### src/rtl/alu_seq_pkg.sv
// Shared definitions for the UART-driven ALU command sequencer.
//   - seq_state_t     : sequencer state encoding
//   - TIMEOUT_CYCLES_DEFAULT : default inter-byte idle limit in clocks
//   - STAT_*_BIT      : bit positions inside the optional status byte
//   - status_byte()   : packs the sign/zero flags into a status byte
// Optional feature macro: ALU_SEQ_STATUS_EN adds the SEND_STAT state.
package alu_seq_pkg;

    localparam int TIMEOUT_CYCLES_DEFAULT = 50000;

    localparam int STAT_ZERO_BIT = 0;
    localparam int STAT_NEG_BIT  = 1;

    typedef enum logic [2:0] {
        ST_IDLE      = 3'd0,
        ST_GET_B     = 3'd1,
        ST_GET_OP    = 3'd2,
        ST_EXEC      = 3'd3,
        ST_SEND      = 3'd4
`ifdef ALU_SEQ_STATUS_EN
        ,
        ST_SEND_STAT = 3'd5
`endif
    } seq_state_t;

    function automatic logic [7:0] status_byte(input logic neg, input logic zero);
        logic [7:0] s;
        s                = '0;
        s[STAT_NEG_BIT]  = neg;
        s[STAT_ZERO_BIT] = zero;
        return s;
    endfunction

endpackage

### src/rtl/alu_cmd_sequencer_byte_timer.sv
// byte_timer: idle-clock watchdog between bytes of one command frame.
// Ports:
//   clk, reset  : clock and asynchronous active-high reset
//   clear       : a byte was consumed this cycle; restart the count
//   enable      : the sequencer is waiting for a follow-on byte
//   expired     : high for the cycle in which TIMEOUT_CYCLES idle clocks
//                 have elapsed without a byte (combinational)
module byte_timer
    import alu_seq_pkg::*;
#(
    parameter int TIMEOUT_CYCLES = TIMEOUT_CYCLES_DEFAULT
)(
    input  logic clk,
    input  logic reset,
    input  logic clear,
    input  logic enable,
    output logic expired
);

    localparam int CNT_W = (TIMEOUT_CYCLES > 1) ? $clog2(TIMEOUT_CYCLES) : 1;
    localparam logic [CNT_W-1:0] LAST = CNT_W'(TIMEOUT_CYCLES - 1);

    logic [CNT_W-1:0] cnt;

    // The count holds the number of idle clocks already spent; the clock
    // that would complete the TIMEOUT_CYCLES-th idle clock is the expiry.
    assign expired = enable && !clear && (cnt == LAST);

    always_ff @(posedge clk or posedge reset) begin
        if (reset) begin
            cnt <= '0;
        end else if (clear || !enable || expired) begin
            cnt <= '0;
        end else begin
            cnt <= cnt + 1'b1;
        end
    end

endmodule

### src/rtl/alu_cmd_sequencer.sv
// alu_cmd_sequencer: collects three UART bytes (a, b, opcode), presents
// them to an external combinational ALU, and pushes the result byte back
// to the UART transmit FIFO.
// Ports:
//   clk, reset          : clock, asynchronous active-high reset
//   rx_empty, r_data    : receive FIFO status and head byte
//   rd_uart             : one-cycle pop strobe (same cycle the byte is latched)
//   tx_full             : transmit FIFO full
//   wr_uart, w_data     : one-cycle push strobe and registered byte
//   a, b, op            : registered ALU operands / opcode
//   w                   : combinational ALU result
//   busy                : high whenever not IDLE
//   frame_err           : one-cycle pulse on inter-byte timeout
// Optional feature macro: ALU_SEQ_STATUS_EN -- after the result byte a
// status byte {6'b0, negative, zero} is pushed as well.
module alu_cmd_sequencer
    import alu_seq_pkg::*;
#(
    parameter int REG_SIZE       = 8,
    parameter int TIMEOUT_CYCLES = TIMEOUT_CYCLES_DEFAULT
)(
    input  logic                       clk,
    input  logic                       reset,
    input  logic                       rx_empty,
    input  logic [7:0]                 r_data,
    output logic                       rd_uart,
    input  logic                       tx_full,
    output logic                       wr_uart,
    output logic [7:0]                 w_data,
    output logic signed [REG_SIZE-1:0] a,
    output logic signed [REG_SIZE-1:0] b,
    output logic [REG_SIZE-1:0]        op,
    input  logic signed [REG_SIZE-1:0] w,
    output logic                       busy,
    output logic                       frame_err
);

    function automatic logic signed [REG_SIZE-1:0] byte_to_operand(input logic [7:0] v);
        return REG_SIZE'(signed'(v));
    endfunction

    function automatic logic [REG_SIZE-1:0] byte_to_opcode(input logic [7:0] v);
        return REG_SIZE'(v);
    endfunction

    function automatic logic [7:0] result_to_byte(input logic signed [REG_SIZE-1:0] r);
        return 8'(r);
    endfunction

    seq_state_t state;
    logic       take_byte;
    logic       push_byte;
    logic       waiting;
    logic       timeout;

`ifdef ALU_SEQ_STATUS_EN
    logic signed [REG_SIZE-1:0] result;
`endif

    // The FIFO handshake strobes are decoded from the state register so the
    // pop lands in the same cycle the head byte is latched; a registered
    // strobe would pop one cycle late and re-read the same head byte.
    assign waiting   = (state == ST_GET_B) || (state == ST_GET_OP);
    assign take_byte = !reset && !rx_empty && ((state == ST_IDLE) || waiting);
`ifdef ALU_SEQ_STATUS_EN
    assign push_byte = !reset && !tx_full && ((state == ST_SEND) || (state == ST_SEND_STAT));
`else
    assign push_byte = !reset && !tx_full && (state == ST_SEND);
`endif
    assign rd_uart = take_byte;
    assign wr_uart = push_byte;
    assign busy    = (state != ST_IDLE);

    byte_timer #(
        .TIMEOUT_CYCLES(TIMEOUT_CYCLES)
    ) u_byte_timer (
        .clk    (clk),
        .reset  (reset),
        .clear  (take_byte),
        .enable (waiting),
        .expired(timeout)
    );

    always_ff @(posedge clk or posedge reset) begin
        if (reset) begin
            state     <= ST_IDLE;
            a         <= '0;
            b         <= '0;
            op        <= '0;
            w_data    <= '0;
            frame_err <= 1'b0;
`ifdef ALU_SEQ_STATUS_EN
            result    <= '0;
`endif
        end else begin
            frame_err <= 1'b0;
            case (state)
                ST_IDLE: begin
                    if (take_byte) begin
                        a     <= byte_to_operand(r_data);
                        state <= ST_GET_B;
                    end
                end
                ST_GET_B: begin
                    if (take_byte) begin
                        b     <= byte_to_operand(r_data);
                        state <= ST_GET_OP;
                    end else if (timeout) begin
                        frame_err <= 1'b1;
                        state     <= ST_IDLE;
                    end
                end
                ST_GET_OP: begin
                    if (take_byte) begin
                        op    <= byte_to_opcode(r_data);
                        state <= ST_EXEC;
                    end else if (timeout) begin
                        frame_err <= 1'b1;
                        state     <= ST_IDLE;
                    end
                end
                ST_EXEC: begin
                    // w_data doubles as the captured result for the push.
                    w_data <= result_to_byte(w);
`ifdef ALU_SEQ_STATUS_EN
                    result <= w;
`endif
                    state  <= ST_SEND;
                end
                ST_SEND: begin
                    if (push_byte) begin
`ifdef ALU_SEQ_STATUS_EN
                        w_data <= status_byte(result[REG_SIZE-1], result == '0);
                        state  <= ST_SEND_STAT;
`else
                        state  <= ST_IDLE;
`endif
                    end
                end
`ifdef ALU_SEQ_STATUS_EN
                ST_SEND_STAT: begin
                    if (push_byte) begin
                        state <= ST_IDLE;
                    end
                end
`endif
                default: state <= ST_IDLE;
            endcase
        end
    end

endmodule

### config.mk
export PLATFORM = sky130hd
export DESIGN_NAME = alu_cmd_sequencer
export DESIGN_NICKNAME = d
export VERILOG_FILES = /design/src/rtl/alu_seq_pkg.sv /design/src/rtl/alu_cmd_sequencer_byte_timer.sv /design/src/rtl/alu_cmd_sequencer.sv
export SDC_FILE = /design/constraint.sdc
export NUM_CORES = 1
export LEC_CHECK = 0
export CAP_MARGIN = 10
export CORE_AREA = 2 2 91 93
export CTS_BUF_LIST = sky130_fd_sc_hd__clkbuf_8
export CTS_CLUSTER_SIZE = 8
export DETAILED_ROUTE_END_ITERATION = 12
export DIE_AREA = 0 0 93 95
export MAX_ROUTING_LAYER = met4
export PLACE_DENSITY = 0.58
export RECOVER_POWER = 50
export SYNTH_ARGS = -nofsm -noshare
export SYNTH_HDL_FRONTEND = slang
export SYNTH_SLANG_ARGS = --single-unit
### constraint.sdc
create_clock -name clk -period 3 [get_ports clk]
set_clock_uncertainty 0.2 [all_clocks]
set_input_delay 0.45 -clock clk [delete_from_list [all_inputs] [get_ports clk]]
set_output_delay 0.45 -clock clk [all_outputs]
set_load 0.005 [all_outputs]
==> metrics.cfg <==
[run_status]
status = finished clean

[timing]
slew_viol_final = 0
tns_ps = 0
rsz0062_at_grt = false
fmax_ghz = 0.364
slew_headroom_pct = 35.4
worst_pin_slew_ps = 970
final.min_clock_period_ps = 2750
finalSetupViolations = 0
hold_viol_final = 0
worst_slack_ps = 250
fin_crit_sh_pct = 91.7
hold_slack_ps = 286

[min_path]
hold_class = flip-flop to flip-flop
whs_path_depth = 1
hp-start = u_byte_timer.cnt[0]

[setup_path]
rrSetupSlack_ps = 900
cp-start-kind = primary input
crit_family = buffers and inverters
path_max_fanout = 6
path_cells = dlygate4sd3_1 > nor3_1 > a21boi_0 > clkdlybuf4s50_1
arrival_ps = 2100
cp.required_ps = 2350
end_kind = primary output
reg2reg_to = u_byte_timer.cnt[9]
cpMaxStageDelayCell = dlygate4sd3_1
rr_startpoint = u_byte_timer.cnt[4]
worst_path_largest_cell_delay_ps = 610
worst_r2r_path_depth = 4
crit_start = reset
worstSetupEndpoint = rd_uart
worstSetupPathType = primary input to primary output
cp.depth = 4
crit_buf_inv = 2

[detailed_routing]
final_antenna_net_count = 0
routed_wl_mm = 4.36
first_pass_iters = 4
via_per_inst = 4.37
num_vias = 1494
drc = 0
wl_per_cell_um = 12.8
drtIter0Drc = 67

[cells_and_area]
diodes = 0
nFillCells = 819
final_nets = 257
regArea_sq_um = 1300
layout-drive-gt1-share_pct = 16.9
area_growth_pct = 34.1
multiInputGateArea_sq_um = 847
final_common_cell = dfrtp_1
final_cell_mix = 52 x dfrtp_1, 46 x clkdlybuf4s50_1, 32 x mux2_2

[clocking]
tritoncts = built
post_cts_resized = 0
cts_sinks = 52
clk_pin_slew_ps = 90
postCtsSetupRepairBufs = 0
cts_buffers = 5
postCtsHoldBufs = 0
cts-root-buf = clkbuf_8
cts.path.max_buffers = 2
cts_max_level = 2
worstSkewPairLatency_ps = 300

[run]
drv_cap = 0

[die]
rows = 33
die_area_sq_um = 8840
initial_core_util_pct = 27.8
fp.dieH_um = 95
core_area_sq_um = 7930
die_w_um = 93
pin_count = 56

[global_route]
grt_overflow = 0
grt.total_usage_pct = 11.1
grt_max_degree = 25
antenna_found_initial = 0
grt_pass1_vias = 1504
grt_first_pass_wirelength_mm = 7.25

[synth]
ys_seq_area_share_pct = 59.1
synthXorXnorAreaFrac_pct = 5.97
yosysWarnings = 0
yosys.area.top_type = dfrtp_1
ys_seq_elements = 52
syn-num-nets = 197
synth_top_family_by_area = multiplexers
synth-adder-area-share_pct = 0.569
synth_area_sq_um = 2200
synth_cells = 176
synth_mux_area_share_pct = 16.4
yosys.area_share.simple_pct = 14.6
yosysTopAreaCellShare_pct = 59.1
avgSynthCellArea_sq_um = 12.5
ys_top_cells_by_area = dfrtp_1 59%, mux2_2 16%, xnor2_1 5.2%, nor2_1 3.9%, nor3_1 1.8%
ys_types = 24
synth_compound_area_share_pct = 1.02

[placement]
globalplace.congestion = 0.714
port_buffers = 55
hpwl_mm = 3.09
post-place-ws_ps = 339

[power]
power-per-cell-area_nw_per_um2 = 832
p_leak_nw = 1.18
peakVddDrop_mv = 0.394
p_total_w = 0.00246

[final cells by class]
type,instances,area share (%)
clock inverter,2,0.509
sequential,52,44.1
tap,105,4.45
multi-input combinational,116,28.7
timing repair buffer,57,18.9
inverter,4,0.509
clock buffer,6,2.80
[sequential cells by signal, summed over array words and instances, names as in the netlist]
signal / cells
u_byte_timer.cnt: 16
a: 8
b: 8
op: 8
w_data: 8
state: 3
frame_err: 1
[stage by stage]
stage                     instance area (sq um)  utilization (%)  std cells
after CTS                                  2960             37.3        342
after detailed placement                   2860             36.1        334
after global routing                       2950             37.2        342
after global placement                     2860             36.1        334
final                                      2950             37.2        342
after floorplan                            2200                -        176
[Yosys cell counts]
cell type / number
inv_1: 4
nor4_1: 3
mux2_2: 32
buf_6: 2
nand3b_1: 2
ha_1: 1
and4b_1: 1
dfrtp_1: 52
nor4b_1: 2
xnor2_1: 13
xor2_1: 2
nand3_1: 5
a21oi_1: 1
or3_1: 2
nor3_1: 8
o21ai_0: 2
a21boi_0: 1
nand2_1: 8
and3_1: 1
nor2_1: 23
nand2b_1: 1
nor3b_1: 2
nand4_1: 6
buf_4: 2
[power by group]
part / switching (W) / internal [W]
Combinational: 0.000315 / 0.000631
Clock: 0.000229 / 0.000187
Sequential: 0.000146 / 0.000948
[per-layer routing]
metal	GRT usage, %	share of wire [%]	vias up
met5	-	0	-
met4	5.88	2.5	0
met3	2.39	4.3	7
met2	16.2	44	39
met1	14.4	49	721
li1	-	-	727
[how the worst min path moves through the flow]
stage                                to
global route                  w_data[0]
global placement    u_byte_timer.cnt[0]
finish              u_byte_timer.cnt[0]
CTS                 u_byte_timer.cnt[0]
floorplan           u_byte_timer.cnt[0]
detailed placement  u_byte_timer.cnt[0]
[cell families after synthesis]
family / Yosys count
simple gates: 64
flops: 52
compound gates: 4
fa+ha+maj: 1
buf+inv: 8
mux: 32
xor+xnor: 15
Power figures use the tool's default switching activity.
